$ cat config.mk
export PLATFORM = sky130hd
export DESIGN_NAME = dst40_auth_reader
export DESIGN_NICKNAME = d
export VERILOG_FILES = /design/src/rtl/dst40_auth_reader.sv
export SDC_FILE = /design/constraint.sdc
export NUM_CORES = 1
export LEC_CHECK = 0
export ABC_AREA = 1
export BUFFER_PORTS_ARGS = -buffer_cell sky130_fd_sc_hd__buf_4
export CAP_MARGIN = 20
export CORE_MARGIN = 5
export CORE_UTILIZATION = 41
export DETAILED_ROUTE_END_ITERATION = 16
export SLEW_MARGIN = 15
export SYNTH_ARGS = -nofsm -noshare
export SYNTH_HDL_FRONTEND = slang
export SYNTH_SLANG_ARGS = --single-unit
$ cat constraint.sdc
create_clock -name clk -period 3.1 [get_ports clk]
set_input_delay 0.31 -clock clk [delete_from_list [all_inputs] [get_ports clk]]
set_output_delay 0.31 -clock clk [all_outputs]
set_load 0.1 [all_outputs]
$ cat src/rtl/dst40_auth_reader.sv
// Reader-side DST40 challenge/response controller: issues an LFSR challenge to the
// link transmitter and the local cipher core, then compares the transponder response
// against the locally computed signature, with a bounded wait for both results.
module dst40_auth_reader #(
    parameter int              CH_W    = 40,
    parameter int              RSP_W   = 24,
    parameter logic [CH_W-1:0] SEED    = 40'h00_0000_0001,
    parameter int              TIMEOUT = 1000
) (
    input  logic             clk,
    input  logic             rst_n,
    input  logic             start,
    output logic             busy,
    output logic [CH_W-1:0]  chal,
    output logic             chal_valid,
    input  logic             chal_ready,
    input  logic [RSP_W-1:0] rsp,
    input  logic             rsp_valid,
    output logic             core_start,
    output logic [CH_W-1:0]  core_chal,
    input  logic [RSP_W-1:0] core_sig,
    input  logic             core_done,
    output logic             done,
    output logic             pass,
    output logic             timeout
);

    localparam int CNT_W = 16;
    localparam logic [CNT_W:0] TO_LIM = (CNT_W+1)'(TIMEOUT);

    typedef enum logic [2:0] {IDLE, SEND, WAIT, CMP, DONE} state_t;

    state_t           state;
    logic [CH_W-1:0]  lfsr;
    logic [CH_W-1:0]  lfsr_next;
    logic [CNT_W-1:0] cnt;
    logic [CNT_W:0]   cnt_inc;
    logic [RSP_W-1:0] rsp_q;
    logic [RSP_W-1:0] sig_q;
    logic             r_got;
    logic             c_got;
    logic             r_take;
    logic             c_take;
    logic             r_got_nxt;
    logic             c_got_nxt;

    // The cipher core always sees the same challenge that goes out over the link
    assign core_chal = chal;

    // Next LFSR value, wait-counter increment and first-strobe capture qualifiers
    always_comb begin
        lfsr_next = {lfsr[CH_W-2:0], lfsr[39] ^ lfsr[37] ^ lfsr[20] ^ lfsr[18]};
        cnt_inc   = {1'b0, cnt} + 1'b1;
        r_take    = (state == WAIT) && rsp_valid && !r_got;
        c_take    = ((state == SEND) || (state == WAIT)) && core_done && !c_got;
        r_got_nxt = r_got | r_take;
        c_got_nxt = c_got | c_take;
    end

    // Authentication sequencer with registered outputs; a late strobe on the final
    // wait edge still counts because the capture flags are evaluated before the limit
    always_ff @(posedge clk) begin
        if (!rst_n) begin
            state      <= IDLE;
            lfsr       <= SEED;
            chal       <= '0;
            cnt        <= '0;
            rsp_q      <= '0;
            sig_q      <= '0;
            r_got      <= 1'b0;
            c_got      <= 1'b0;
            busy       <= 1'b0;
            chal_valid <= 1'b0;
            core_start <= 1'b0;
            done       <= 1'b0;
            pass       <= 1'b0;
            timeout    <= 1'b0;
        end else begin
            case (state)
                IDLE: begin
                    if (start) begin
                        lfsr       <= lfsr_next;
                        chal       <= lfsr_next;
                        pass       <= 1'b0;
                        timeout    <= 1'b0;
                        r_got      <= 1'b0;
                        c_got      <= 1'b0;
                        cnt        <= '0;
                        busy       <= 1'b1;
                        chal_valid <= 1'b1;
                        core_start <= 1'b1;
                        state      <= SEND;
                    end
                end
                SEND: begin
                    core_start <= 1'b0;
                    if (c_take) begin
                        c_got <= 1'b1;
                        sig_q <= core_sig;
                    end
                    if (chal_ready) begin
                        chal_valid <= 1'b0;
                        cnt        <= '0;
                        state      <= WAIT;
                    end
                end
                WAIT: begin
                    if (r_take) begin
                        r_got <= 1'b1;
                        rsp_q <= rsp;
                    end
                    if (c_take) begin
                        c_got <= 1'b1;
                        sig_q <= core_sig;
                    end
                    cnt <= cnt_inc[CNT_W-1:0];
                    if (r_got_nxt && c_got_nxt) begin
                        state <= CMP;
                    end else if (cnt_inc == TO_LIM) begin
                        timeout <= 1'b1;
                        pass    <= 1'b0;
                        done    <= 1'b1;
                        state   <= DONE;
                    end
                end
                CMP: begin
                    pass  <= (rsp_q == sig_q);
                    done  <= 1'b1;
                    state <= DONE;
                end
                DONE: begin
                    done  <= 1'b0;
                    busy  <= 1'b0;
                    state <= IDLE;
                end
                default: begin
                    state <= IDLE;
                end
            endcase
        end
    end

endmodule

Word-level counts from Yosys, hierarchy flattened
Index checks and enable logic that the tools add are counted.
{"block": "totals", "ff_bits": 155, "in_bits": 54, "output_inout_bits": 86, "elab_cells": 88}
{"block": "classes", "n_addsub": 1, "n_eq_ne": 13, "muxes": 25, "bitwise_logic": 5, "n_reduce_logical": 30}
{"op": "$pmux W16 S3", "n": 1}
{"op": "$mux W16", "n": 2}
{"op": "$eq A24 B24 Y1", "n": 1}
{"op": "$reduce_and A3 Y1", "n": 6}
{"op": "$add A16 B1 Y17 const B", "n": 1}
{"op": "$eq A17 B10 Y1 const B", "n": 1}
{"op": "$mux W3", "n": 4}
{"op": "$pmux W1 S2", "n": 6}
{"op": "$pmux W3 S4", "n": 1}
{"op": "$reduce_and A2 Y1", "n": 5}
{"op": "$mux W1", "n": 9}
{"op": "$reduce_bool A3 Y1", "n": 3}
{"op": "$ne A2 B2 Y1 const B", "n": 4}
{"op": "$reduce_and A4 Y1", "n": 2}
{"op": "$reduce_bool A2 Y1", "n": 4}
{"op": "$eq A3 B2 Y1 const B", "n": 2}
{"op": "$pmux W1 S3", "n": 2}
{"op": "$logic_and A1 B1 Y1", "n": 5}
{"op": "$ne A2 B1 Y1 const B", "n": 2}
{"op": "$eq A3 B1 Y1 const B", "n": 1}
{"op": "$eq A3 B3 Y1 const B", "n": 1}
{"op": "$logic_not A3 Y1", "n": 1}
{"op": "$ne A3 B1 Y1 const B", "n": 1}
{"op": "$xor A1 B1 Y1", "n": 3}
{"op": "other kinds (4)", "n": 6}

Longest topological paths before layout
{"block": "logic_depth", "depth_word": 8, "depth_mapped": 14}

Least setup slack after synthesis
OpenSTA, ideal clock, no wires.
{"block": "synth_path", "path_type": "reg-to-output", "startpoint": "register chal[0]", "endpoint": "output core_chal[0]", "t_arrival_ps": 1374, "slack_ps": 1416, "path_stages_with_launch": 2, "path_cell_list": "dfxtp_1 > buf_4"}
{"element": "start: declaration", "line_no": "14", "text": "output logic [CH_W-1:0] chal,"}
{"element": "start signal: assignment", "line_no": "83", "text": "chal <= lfsr_next;"}
{"element": "end: declaration", "line_no": "20", "text": "output logic [CH_W-1:0] core_chal,"}
No word-level cell between the ends.

Final worst setup path
{"block": "layout_path", "startpoint": "register state[1]", "endpoint": "register rsp_q[12]"}
{"block": "layout_between", "elab_chain_cells": 4}
{"element": "start: declaration", "line_no": "33", "text": "state_t state;"}
{"element": "start signal: assignment", "line_no": "64", "text": "state <= IDLE;"}
{"element": "start signal: assignment", "line_no": "92", "text": "state <= SEND;"}
{"element": "start signal: assignment", "line_no": "104", "text": "state <= WAIT;"}
{"element": "$eq A3 B2 Y1 (*)", "line_no": "54, 79"}
{"element": "$logic_and A1 B1 Y1 (2 in a row)", "line_no": "54", "text": "r_take = (state == WAIT) && rsp_valid && !r_got;"}
{"element": "$reduce_and A2 Y1 (no source line) (*)"}
{"element": "end signal: assignment", "line_no": "110", "text": "rsp_q <= rsp;"}
{"element": "end: declaration", "line_no": "38", "text": "logic [RSP_W-1:0] rsp_q;"}
Mark *: on every way between the ends. The rest lies on a longest branch, timed or not.
A chain may end at the register's enable or synchronous reset.

==> results.md <==
- Outcome: finished clean
- Clock Latency Late Sink: 0.41 ns
- CP Data Arrival Time: 2.59 ns
- Top_reg_cell synth: dfxtp_1
- Asr flop ratio synth: 0
- Cts bufs inserted: 17
- Final Cycle Share: 0.753
- ANT nets after route: 0
- Yosys cell types: 30
- Post-synthesis mux area share: 0
- Initial Util: 0.420
- Slowest CP cell: nand2_1
- Actual slew at the worst max-slew pin: 0.969 ns
- Avg Inst Size Synth: 7.22 um^2
- Largest net degree at the start of global routing: 76
- # port buffers: 139
- Worst EP required: 3.36 ns
- Core footprint: 13,200 um^2
- Die X-Extent: 126 um
- First-pass GRT wire length: 22,600 um
- Drt wl/cell: 13.5 um
- Remaining Overflow, GRT: 0
- Postcts setup bufs: 0
- Full die area: 16,000 um^2
- Post-synth EDFFs: 0
- Final Max Tran Viols: 0
- Area Growth Syn to Fin: 20.8%
- Antenna diode count: 0
- Largest family of logic cells by synthesized area: simple AND/OR/NAND/NOR gates
- Mapped Nets: 825
- Final-layout fill cell count: 1,326
- Ys Warns: 0
- Startpoint Class: register
- CP peak stage delay: 0.62 ns
- CTS root buffer: clkbuf_16
- DP HPWL: 9450 um
- Dpl ws: 0.790 ns
- Critical path class: reg2reg
- Max-cap violations: 0
- Vias in the first global route: 4,789
- Die height: 126 um
- Compound-Gate Fraction of Synth Area: 0.138
- Area leader, netlist: dfxtp_1
- Synth Area in XOR/XNOR: 0.0410
- Violation count after the first detailed-routing iteration: 352
- Initial DRT Pass Iterations: 4
- Synth area leaders: dfxtp_1, buf_4, nor2_1, nand2_1, a21oi_1
- Row cnt: 42
- CP Cell Sequence: inv_1 > nor2_1 > nand2_1 > nor2_1 > buf_4 > nand2_1 > o21ai_0 > a21oi_1
- Crit-path leading delay family: simple AND/OR/NAND/NOR gates
- Hold Vio Cnt, Final: 0
- WL final: 13,600 um
- Seq cells post-synth: 116
- CP max FO: 30
- Buf+Inv Stages, Crit Path: 2
- # clock sinks: 116
- CP Capture Type: register
- Post-CTS Resized: 0
- TritonCTS clock tree: built
- Worst Skew: 0.00705 ns
- Fin worst setup slack: 0.764 ns
- Global Route Usage Sum: 0.170
- CTS clock-pin slew for the worst setup and hold paths: 0.05 ns
- Mapped Area: 5560 um^2
- Max clock buf depth: 2
- Register area share after synthesis: 0.418
- Initial antenna violation count: 0
- Min Clock Period, post-route: 2.34 ns
- Post-synthesis adder-cell area fraction: 0.00225
- DRC viols: 0
- Via count: 4,889
- H-Tree Depth: 4
- Synthesized instance count: 770
- Hold Crit Class: in2reg
- RSZ-0062 raised after global routing: false
- Routability congestion estimate: 0.830
- Rel. slew slack: 0.352
- IO Pins: 140
- Setup TNS Final: 0 ns
- Number of hold buffers added after cts: 0
- Post-synthesis simple-gate area fraction: 0.227
- Setup-failing EPs final: 0
- Fin nets: 877
- Area share of the largest cell type after synthesis: 0.418
- Drt via density: 4.84
- FMAX: 428 MHz
- Layout cells sized above 1: 0.229
-- per-layer routing --
layer  global-route usage  routed length, um  vias up
met2                0.265               6250      109
met3               0.0425                632       20
met5                    0                  0        -
met4               0.0681                265        0
li1                     -                  -     2497
met1                0.226               6460     2263
-- tightest hold or removal path, cell delays in order --
cell and delay, ns:
buf_4 0.11, nand3_1 0.07, a21oi_1 0.06
-- final timing paths --
kind	start	endpoint	slack, ns	depth (start not counted)
worst max-delay path	state[1]	rsp_q[12]	0.76	8
worst min-delay path	rsp[9]	rsp_q[9]	0.19	3
worst min register to register	sig_q[2]	sig_q[2]	0.46	2
worst max register to register	state[1]	rsp_q[12]	0.76	8
-- logic make-up after synthesis --
group,after synthesis
compound gates,150
simple gates,301
flops,116
xor+xnor,26
buf+inv,176
fa+ha+maj,1
-- cell usage after synthesis, types with 2 or more instances --
| cell type | instances |
|---|---|
| a21oi_1 | 72 |
| buf_2 | 5 |
| buf_4 | 79 |
| clkbuf_1 | 28 |
| clkinv_1 | 2 |
| dfxtp_1 | 116 |
| inv_1 | 61 |
| nand2_1 | 111 |
| nand2_2 | 3 |
| nand3_1 | 44 |
| nand4_1 | 10 |
| nor2_1 | 115 |
| nor2_2 | 7 |
| nor3_1 | 6 |
| o21ai_0 | 71 |
| o21ai_1 | 2 |
| xnor2_1 | 15 |
| xor2_1 | 11 |
-- layout by cell type (no fill, tap or decap), drive strengths merged, types with 6 or more instances in the layout --
master / n
buf: 146
nor2: 123
dfxtp: 116
nand2: 114
o21ai: 73
a21oi: 72
inv: 63
nand3: 44
clkbuf: 19
xnor2: 15
xor2: 11
nand4: 10
clkinv: 8
nor3: 6
-- stage by stage --
stage          area [um^2]  utilization  instances  hold slack, ns
6_report              6710        0.507       1011           0.185
4_1_cts               6710        0.506       1011           0.173
3_5_place_dp          6150        0.464        979           0.453
2_1_floorplan         5560            -        770           0.435
5_1_grt               6710        0.507       1011           0.187
3_3_place_gp          6150        0.464        979           0.448
-- cell type report --
| class | count | area [um^2] | area share |
|---|---|---|---|
| flip-flops and latches | 116 | 2320 | 0.346 |
| repair buffers | 146 | 1100 | 0.163 |
| clock buffers | 19 | 453 | 0.0675 |
| clock inverters | 13 | 108 | 0.0160 |
| well taps | 176 | 220 | 0.0328 |
| inverters | 63 | 236 | 0.0352 |
| multi-input cells | 478 | 2270 | 0.339 |
-- state kept, by name (all words and copies together), names as in the netlist --
| signal | cells |
|---|---|
| busy | 1 |
| sig_q | 24 |
| rsp_q | 24 |
| cnt | 16 |
| state | 3 |
| timeout | 1 |
| chal_valid | 1 |
| done | 1 |
| chal | 39 |
| lfsr | 2 |
| c_got | 1 |
| pass | 1 |
| core_start | 1 |
| r_got | 1 |
Power is not shown: default switching activity piles up to over one toggle a cycle in this logic, so the estimate is an artifact.
